**src/rtl/unidade_busca_pkg.sv**
```systemverilog
`default_nettype none
// +----------------------------------------------------------------------------+
// | unidade_busca_pkg                                                          |
// | Shared types and codes for the fetch unit and the control unit.            |
// | Optional macro: UNIDADE_BUSCA_TIMEOUT_EN (adds the PAUSA state).           |
// | Revision: 1.0                                                              |
// +----------------------------------------------------------------------------+
package unidade_busca_pkg;

`ifdef UNIDADE_BUSCA_TIMEOUT_EN
    typedef enum logic [1:0] {
        OCIOSO = 2'd0,
        BUSCA  = 2'd1,
        EXEC   = 2'd2,
        PAUSA  = 2'd3
    } estado_t;
`else
    typedef enum logic [1:0] {
        OCIOSO = 2'd0,
        BUSCA  = 2'd1,
        EXEC   = 2'd2
    } estado_t;
`endif

    // PC source codes, also driven by the control unit
    localparam logic [1:0] FCP_INC  = 2'b00;
    localparam logic [1:0] FCP_ULA  = 2'b01;
    localparam logic [1:0] FCP_JUMP = 2'b10;
    localparam logic [1:0] FCP_HOLD = 2'b11;

    localparam int OPCODE_W = 4;

    // Number of BUSCA cycles without ack that trips the fetch timeout
    localparam logic [3:0] c_TMO_MAX = 4'd15;

    function automatic int opcode_lsb(input int instr_w);
        return instr_w - OPCODE_W;
    endfunction

endpackage
`default_nettype wire

```
**src/rtl/unidade_busca_reg_cp.sv**
```systemverilog
`default_nettype none
// +----------------------------------------------------------------------------+
// | reg_cp                                                                     |
// | Program counter register with next-PC source mux and write enable.        |
// | Revision: 1.0                                                              |
// +----------------------------------------------------------------------------+
module reg_cp
    import unidade_busca_pkg::*;
#(
    parameter int PC_W = 8
) (
    input  logic            clk,
    input  logic            rst,
    input  logic            i_we,
    input  logic [1:0]      i_fonte,
    input  logic [PC_W-1:0] i_ula,
    input  logic [PC_W-1:0] i_imm,
    output logic [PC_W-1:0] o_pc
);

    logic [PC_W-1:0] r_pc;
    logic [PC_W-1:0] w_prox;

    always_comb begin
        w_prox = r_pc;
        case (i_fonte)
            FCP_INC:  w_prox = r_pc + {{(PC_W-1){1'b0}}, 1'b1};
            FCP_ULA:  w_prox = i_ula;
            FCP_JUMP: w_prox = i_imm;
            FCP_HOLD: w_prox = r_pc;
            default:  w_prox = r_pc;
        endcase
    end

    always_ff @(posedge clk or posedge rst) begin
        if (rst) begin
            r_pc <= '0;
        end else if (i_we) begin
            r_pc <= w_prox;
        end
    end

    assign o_pc = r_pc;

endmodule
`default_nettype wire

```
**src/rtl/unidade_busca.sv**
```systemverilog
`default_nettype none
// +----------------------------------------------------------------------------+
// | unidade_busca                                                              |
// | Instruction fetch unit: fetch FSM, instruction register and PC update.    |
// | Optional macro: UNIDADE_BUSCA_TIMEOUT_EN (fetch timeout, erro_busca).     |
// | Revision: 1.0                                                              |
// +----------------------------------------------------------------------------+
module unidade_busca
    import unidade_busca_pkg::*;
#(
    parameter int PC_W    = 8,
    parameter int INSTR_W = 16
) (
    input  logic               clk,
    input  logic               reset,
    input  logic               EscCP,
    input  logic               EscCondCP,
    input  logic               zero,
    input  logic [1:0]         FonteCP,
    input  logic [PC_W-1:0]    ula_res,
    output logic               mem_req,
    output logic [PC_W-1:0]    mem_addr,
    input  logic               mem_ack,
    input  logic [INSTR_W-1:0] mem_dado,
    output logic [PC_W-1:0]    pc,
    output logic [INSTR_W-1:0] instr,
    output logic [3:0]         opcode,
    output logic               instr_valida,
`ifdef UNIDADE_BUSCA_TIMEOUT_EN
    output logic               erro_busca,
`endif
    output logic               ocupado
);

    localparam int c_OPC_LSB = opcode_lsb(INSTR_W);

    estado_t              r_estado;
    estado_t              w_prox;
    logic [INSTR_W-1:0]   r_instr;
    logic                 r_valida;
    logic [PC_W-1:0]      w_pc;
    logic                 w_esc_pc;
    logic                 w_carrega;

`ifdef UNIDADE_BUSCA_TIMEOUT_EN
    logic [3:0]           r_cnt;
    logic                 r_erro;
    logic                 w_timeout;
`endif

    always_ff @(posedge clk or posedge reset) begin
        if (reset) begin
            r_estado <= OCIOSO;
        end else begin
            r_estado <= w_prox;
        end
    end

    always_comb begin
        w_prox    = r_estado;
        mem_req   = 1'b0;
        ocupado   = 1'b1;
        w_esc_pc  = 1'b0;
        w_carrega = 1'b0;
`ifdef UNIDADE_BUSCA_TIMEOUT_EN
        w_timeout = 1'b0;
`endif
        case (r_estado)
            OCIOSO: begin
                w_prox = BUSCA;
            end
            BUSCA: begin
                mem_req = 1'b1;
                // An ack wins over any PC write request in the same cycle
                if (mem_ack) begin
                    w_carrega = 1'b1;
                    w_prox    = EXEC;
                end
`ifdef UNIDADE_BUSCA_TIMEOUT_EN
                else if (r_cnt == (c_TMO_MAX - 4'd1)) begin
                    w_timeout = 1'b1;
                    w_prox    = PAUSA;
                end
`endif
            end
            EXEC: begin
                ocupado = 1'b0;
                if (EscCP || (EscCondCP && zero)) begin
                    w_esc_pc = 1'b1;
                    w_prox   = BUSCA;
                end
            end
`ifdef UNIDADE_BUSCA_TIMEOUT_EN
            PAUSA: begin
                w_prox = BUSCA;
            end
`endif
            default: begin
                w_prox = OCIOSO;
            end
        endcase
    end

    always_ff @(posedge clk or posedge reset) begin
        if (reset) begin
            r_instr  <= '0;
            r_valida <= 1'b0;
        end else begin
            r_valida <= w_carrega;
            if (w_carrega) begin
                r_instr <= mem_dado;
            end
        end
    end

`ifdef UNIDADE_BUSCA_TIMEOUT_EN
    // Counts consecutive BUSCA cycles without ack; cleared everywhere else
    always_ff @(posedge clk or posedge reset) begin
        if (reset) begin
            r_cnt  <= 4'd0;
            r_erro <= 1'b0;
        end else begin
            if ((r_estado == BUSCA) && !mem_ack && !w_timeout) begin
                r_cnt <= r_cnt + 4'd1;
            end else begin
                r_cnt <= 4'd0;
            end
            if (w_timeout) begin
                r_erro <= 1'b1;
            end
        end
    end

    assign erro_busca = r_erro;
`endif

    reg_cp #(
        .PC_W (PC_W)
    ) u_reg_cp (
        .clk     (clk),
        .rst     (reset),
        .i_we    (w_esc_pc),
        .i_fonte (FonteCP),
        .i_ula   (ula_res),
        .i_imm   (r_instr[PC_W-1:0]),
        .o_pc    (w_pc)
    );

    assign pc           = w_pc;
    assign mem_addr     = w_pc;
    assign instr        = r_instr;
    assign opcode       = r_instr[c_OPC_LSB +: OPCODE_W];
    assign instr_valida = r_valida;

endmodule
`default_nettype wire

```
**config.mk**
```make
export PLATFORM = sky130hd
export DESIGN_NAME = unidade_busca
export DESIGN_NICKNAME = d
export VERILOG_FILES = /design/src/rtl/unidade_busca_pkg.sv /design/src/rtl/unidade_busca_reg_cp.sv /design/src/rtl/unidade_busca.sv
export SDC_FILE = /design/constraint.sdc
export NUM_CORES = 1
export LEC_CHECK = 0
export BUFFER_PORTS_ARGS = -buffer_cell sky130_fd_sc_hd__buf_2
export CAP_MARGIN = 15
export CORE_MARGIN = 2
export CORE_UTILIZATION = 41
export DETAILED_ROUTE_END_ITERATION = 8
export GPL_TIMING_DRIVEN = 0
export PLACE_DENSITY = 0.76
export REMOVE_ABC_BUFFERS = 1
export SYNTH_ARGS = -nofsm -noshare
export SYNTH_HDL_FRONTEND = slang
export SYNTH_HIERARCHICAL = 1
export SYNTH_SLANG_ARGS = --single-unit
```
**constraint.sdc**
```tcl
create_clock -name clk -period 1.54 [get_ports clk]
set_clock_uncertainty 0.2 [all_clocks]
set_input_delay 0.308 -clock clk [delete_from_list [all_inputs] [get_ports clk]]
set_output_delay 0.308 -clock clk [all_outputs]
set_load 0.01 [all_outputs]
```
Word-level counts from Yosys, hierarchy flattened
Index checks and enable logic that the tools add are counted.

word-level totals
  output and inout bits = 39
  register bits after elaboration = 27
  logic and storage cells = 29
  bits of input ports = 32

operators by class
  add/subtract/negate cells = 1
  equal/unequal tests = 7
  bitwise operators = 1
  mux-type cells = 10
  reductions and logical operators = 6

operators by type and width
  cell                                            number
  case mux 8 bit (3 select lines)                 1
  adder 8 x 1 -> 8 bit (second input constant)    1
  == test 2 bit (second input constant)           3
  2-to-1 mux 1 bit                                6
  case mux 2 bit (3 select lines)                 1
  == test 2 x 1 -> 1 bit (second input constant)  2
  logical NOT 2 bit                               2
  2-to-1 mux 2 bit                                2
  != test 2 bit (second input constant)           2
  AND reduction 2 bit                             2
  logical AND 1 bit                               1
  logical OR 1 bit                                1
  NOT 1 bit                                       1

Logic depth before layout (Yosys ltp)
  depth after elaboration = 5
  gate-level depth with buffers = 7

By module
The synthesis kept the hierarchy.

modules (own cells, without submodules)
  module         cells an instance  sequential area each (µm²)  times used  area an instance (µm²)
  unidade_busca  59                 475.5                       1           860.8
  reg_cp         65                 200.2                       1           630.6

Least setup slack after synthesis
OpenSTA, ideal clock, no wires.

  kind = input to register
  from = input port FonteCP[0]
  to = register u_reg_cp.r_pc[2] (netlist: u_reg_cp/o_pc[2])
  buffers on the path = 2
  path slack = -0.064 ns
  required time = 1.219 ns
  cell stages on the path = 7
  arrival = 1.283 ns
  library setup time = 0.121 ns
  cell sequence = inv_1 > ha_1 > buf_4 > buf_4 > a221oi_2 > a21oi_1 > o22a_1

between the ends
  word-level cells in the longest chain between the ends = 3
  elaborated cells between the ends (all ways) = 7

RTL lines
  item                                                                                     line                        RTL
  start: declaration                                                                       unidade_busca.sv:19         input logic [1:0] FonteCP,
  parallel branches: the longest is 3 deep, another holds case mux 8 bit (3 select lines)  --
  end signal: assignment                                                                   unidade_busca_reg_cp.sv:39  r_pc <= w_prox;
  end: declaration                                                                         unidade_busca_reg_cp.sv:21  logic [PC_W-1:0] r_pc;

Parallel ways; which one is timed is not known.
A chain may end at the register's enable or synchronous reset.

Worst setup path after layout
  from = register u_reg_cp.r_pc[0] (netlist: u_reg_cp/o_pc[0])
  to = output port pc[0]

RTL lines
  item              line                 RTL
  end: declaration  unidade_busca.sv:25  output logic [PC_W-1:0] pc,

No word-level cell between the ends.

==> results_dict.tcl <==
set metrics [dict create \
    status "finished with violations" \
    violations "setup timing" \
    syn_area_per_cell_um2 12.0 \
    worst_pin_slew_ns 0.689 \
    rows 21 \
    setup_viol 2 \
    htreeDepth 1 \
    final_nets 239 \
    wire_per_inst_um 14.5 \
    yosysSeqAreaShare 0.453 \
    synth_area_leader_cell "dfrtp_1" \
    synth_common_cells "27 x dfrtp_1, 14 x buf_4, 8 x mux2_2, 8 x mux2_4, 6 x inv_1" \
    hold-worst-slack_ns 0.0114 \
    period_needed_ns 1.54 \
    clk_path_buf_depth 2 \
    die_h_um 64.3 \
    clkTransAtPathRegs_ns 0.14 \
    cts_buffers 3 \
    grt_max_degree 20 \
    grt_pass1_wl_um 5440 \
    placed_cells 222 \
    syn_area_um2 1490 \
    drt_wl_total_um 3600 \
    hpwl_um 2360 \
    dr.first_iter.drc_count 37 \
    cts_sinks 27 \
    drive_above_1_share 0.574 \
    drc 0 \
    grt_pass1_vias 1199 \
    p_per_area_nw_per_um2 1670 \
    reg2reg_slack_ns 0.05 \
    start_util 0.437 \
    dr_total_vias 1296 \
    yosysWarnings 6 \
    cp.required_ns 1.03 \
    grt-ovfl-total 0 \
    fill_cells 293 \
    netlist_instances 124 \
    hold_violations 0 \
    crit_fanout 6 \
    crit_top_cell "buf_6" \
    clk_latency_ns 0.32 \
    core_area_um2 3420 \
    synthFlopType "dfrtp_1" \
    relSlewSlack 0.540 \
    yosysTopAreaCellShare 0.453 \
    cts_tree "yes" \
    rsz0062_at_grt "yes" \
    leakagePower_nw 1.05 \
    postLayoutCoreUtil 0.626 \
    async_reset_ff_frac 1.00 \
    pre_cts_slack_ns -0.451 \
    die_w_um 64.3 \
    cp.arrival_ns 1.03 \
    fin_ws_ns -0.00295 \
    maxSlewViolCount 0 \
    post-route-period-util 1.00 \
    num_antenna_cells 0 \
    critPathMaxStageDelay_ns 0.45 \
    synth_seq_cells 27 \
    ios 71 \
    antenna_found_initial 0 \
    min_path_type "input port to flop" \
    area_growth_syn_to_layout_pct 43.4 \
    place.port_buffers 70 \
    cap_viol_max_count 0 \
    fmax_ghz 0.648 \
    synth_most_common_cell "dfrtp_1" \
    drt_first_pass_iters 4 \
    crit_chain "buf_6, buf_6" \
    cp_top_family "flip-flops" \
    synth-edff-count 0 \
    grt_usage 0.167 \
    ir_drop_mv 0.867 \
    synth.area.top_cells "dfrtp_1 45%, mux2_4 8.1%, buf_4 7.0%" \
    end_kind "output pin" \
    worst_path_max_delay_cell "dfrtp_1" \
    viasPerCell 5.23 \
    crit_type "flop to output pin" \
    cts_root_buf "clkbuf_4" \
    cp-start-kind "flop" \
    instances_no_fill 248 \
    synth.distinct_cells 41 \
    antenna_left 0 \
    gp_congestion 0.851 \
    critPathBufInv 2 \
    die-area_um2 4140 \
    fin_setup_tns_ns -0.00546 \
]
## flip-flops by register name, indices dropped and copies added (netlist names)
name and count:
r_estado 2, u_reg_cp/o_pc 8, instr_valida 1, instr 16
## final timing paths
check / start / end / cells after the start
worst max-delay path: u_reg_cp/o_pc[0] / pc[0] / 2
worst min-delay path: mem_dado[4] / instr[4] / 2
worst max register to register: r_estado[1] / u_reg_cp/o_pc[6] / 5
worst min register to register: instr[8] / instr[8] / 1
max in group asynchronous: reset / r_estado[1] / 3
min in group asynchronous: reset / u_reg_cp/o_pc[1] / 3
## kinds of logic (layout without fill, tap and decap cells)
logic type	count (synthesis)	in the layout	share of synthesized area
compound gates	33	33	0.180
mux	16	16	0.141
buf+inv	24	102	0.103
fa+ha+maj	4	4	0.0336
simple gates	20	20	0.0889
flops	27	27	0.453
## area by class of cell
class	count	area [µm²]	share of cell area
clock buffers	4	26.3	0.0123
multi-input cells	73	744	0.348
repair buffers	92	607	0.284
flip-flops and latches	27	681	0.318
inverters	6	22.5	0.0105
well taps	46	57.6	0.0269
## placed cells by master (no fill, tap or decap), types with 2 or more instances in the layout
cell type and count:
buf_2 65, dfrtp_1 23, dlygate4sd3_1 16, mux2_4 8
mux2_2 8, buf_6 7, inv_1 6, a21oi_1 5
a221oi_1 5, dfrtp_2 4, nor2_1 4, clkbuf_4 3
buf_4 3, a21o_1 2, nand2b_4 2, o21ai_0 2
nand3_1 2, o22a_1 2, and3_4 2, a211oi_2 2
ha_4 2, ha_1 2
## through the flow
stage	total power, mW	area, µm²
detailed placement	2.88	1770
global placement	2.84	1770
finish	3.58	2140
floorplan	2.23	1360
global route	3.84	2140
CTS	3.32	1920
## layer usage
| layer | global-route usage | wire (µm) | vias to the layer above |
|---|---|---|---|
| met5 | 0 | 0 | - |
| met4 | 0.0399 | 12 | 0 |
| met3 | 0.0387 | 202 | 2 |
| met2 | 0.299 | 1900 | 51 |
| met1 | 0.202 | 1480 | 630 |
| li1 | - | - | 613 |
## power breakdown
part           switching [mW]  internal [mW]
Clock                   0.206          0.101
Sequential              0.332           1.05
Combinational           0.827           1.07
Total                    1.36           2.22
## repair_timing
item / CTS / global route
hold buffers: 6 / 10
gates resized for setup: 10 / 18
endpoints found under the hold margin: 32 / 10
setup buffers: 4 / 2
setup endpoints to repair: 10 / 33
pin swaps: 0 / 4
No activity file was read; power rests on OpenSTA's default activity.
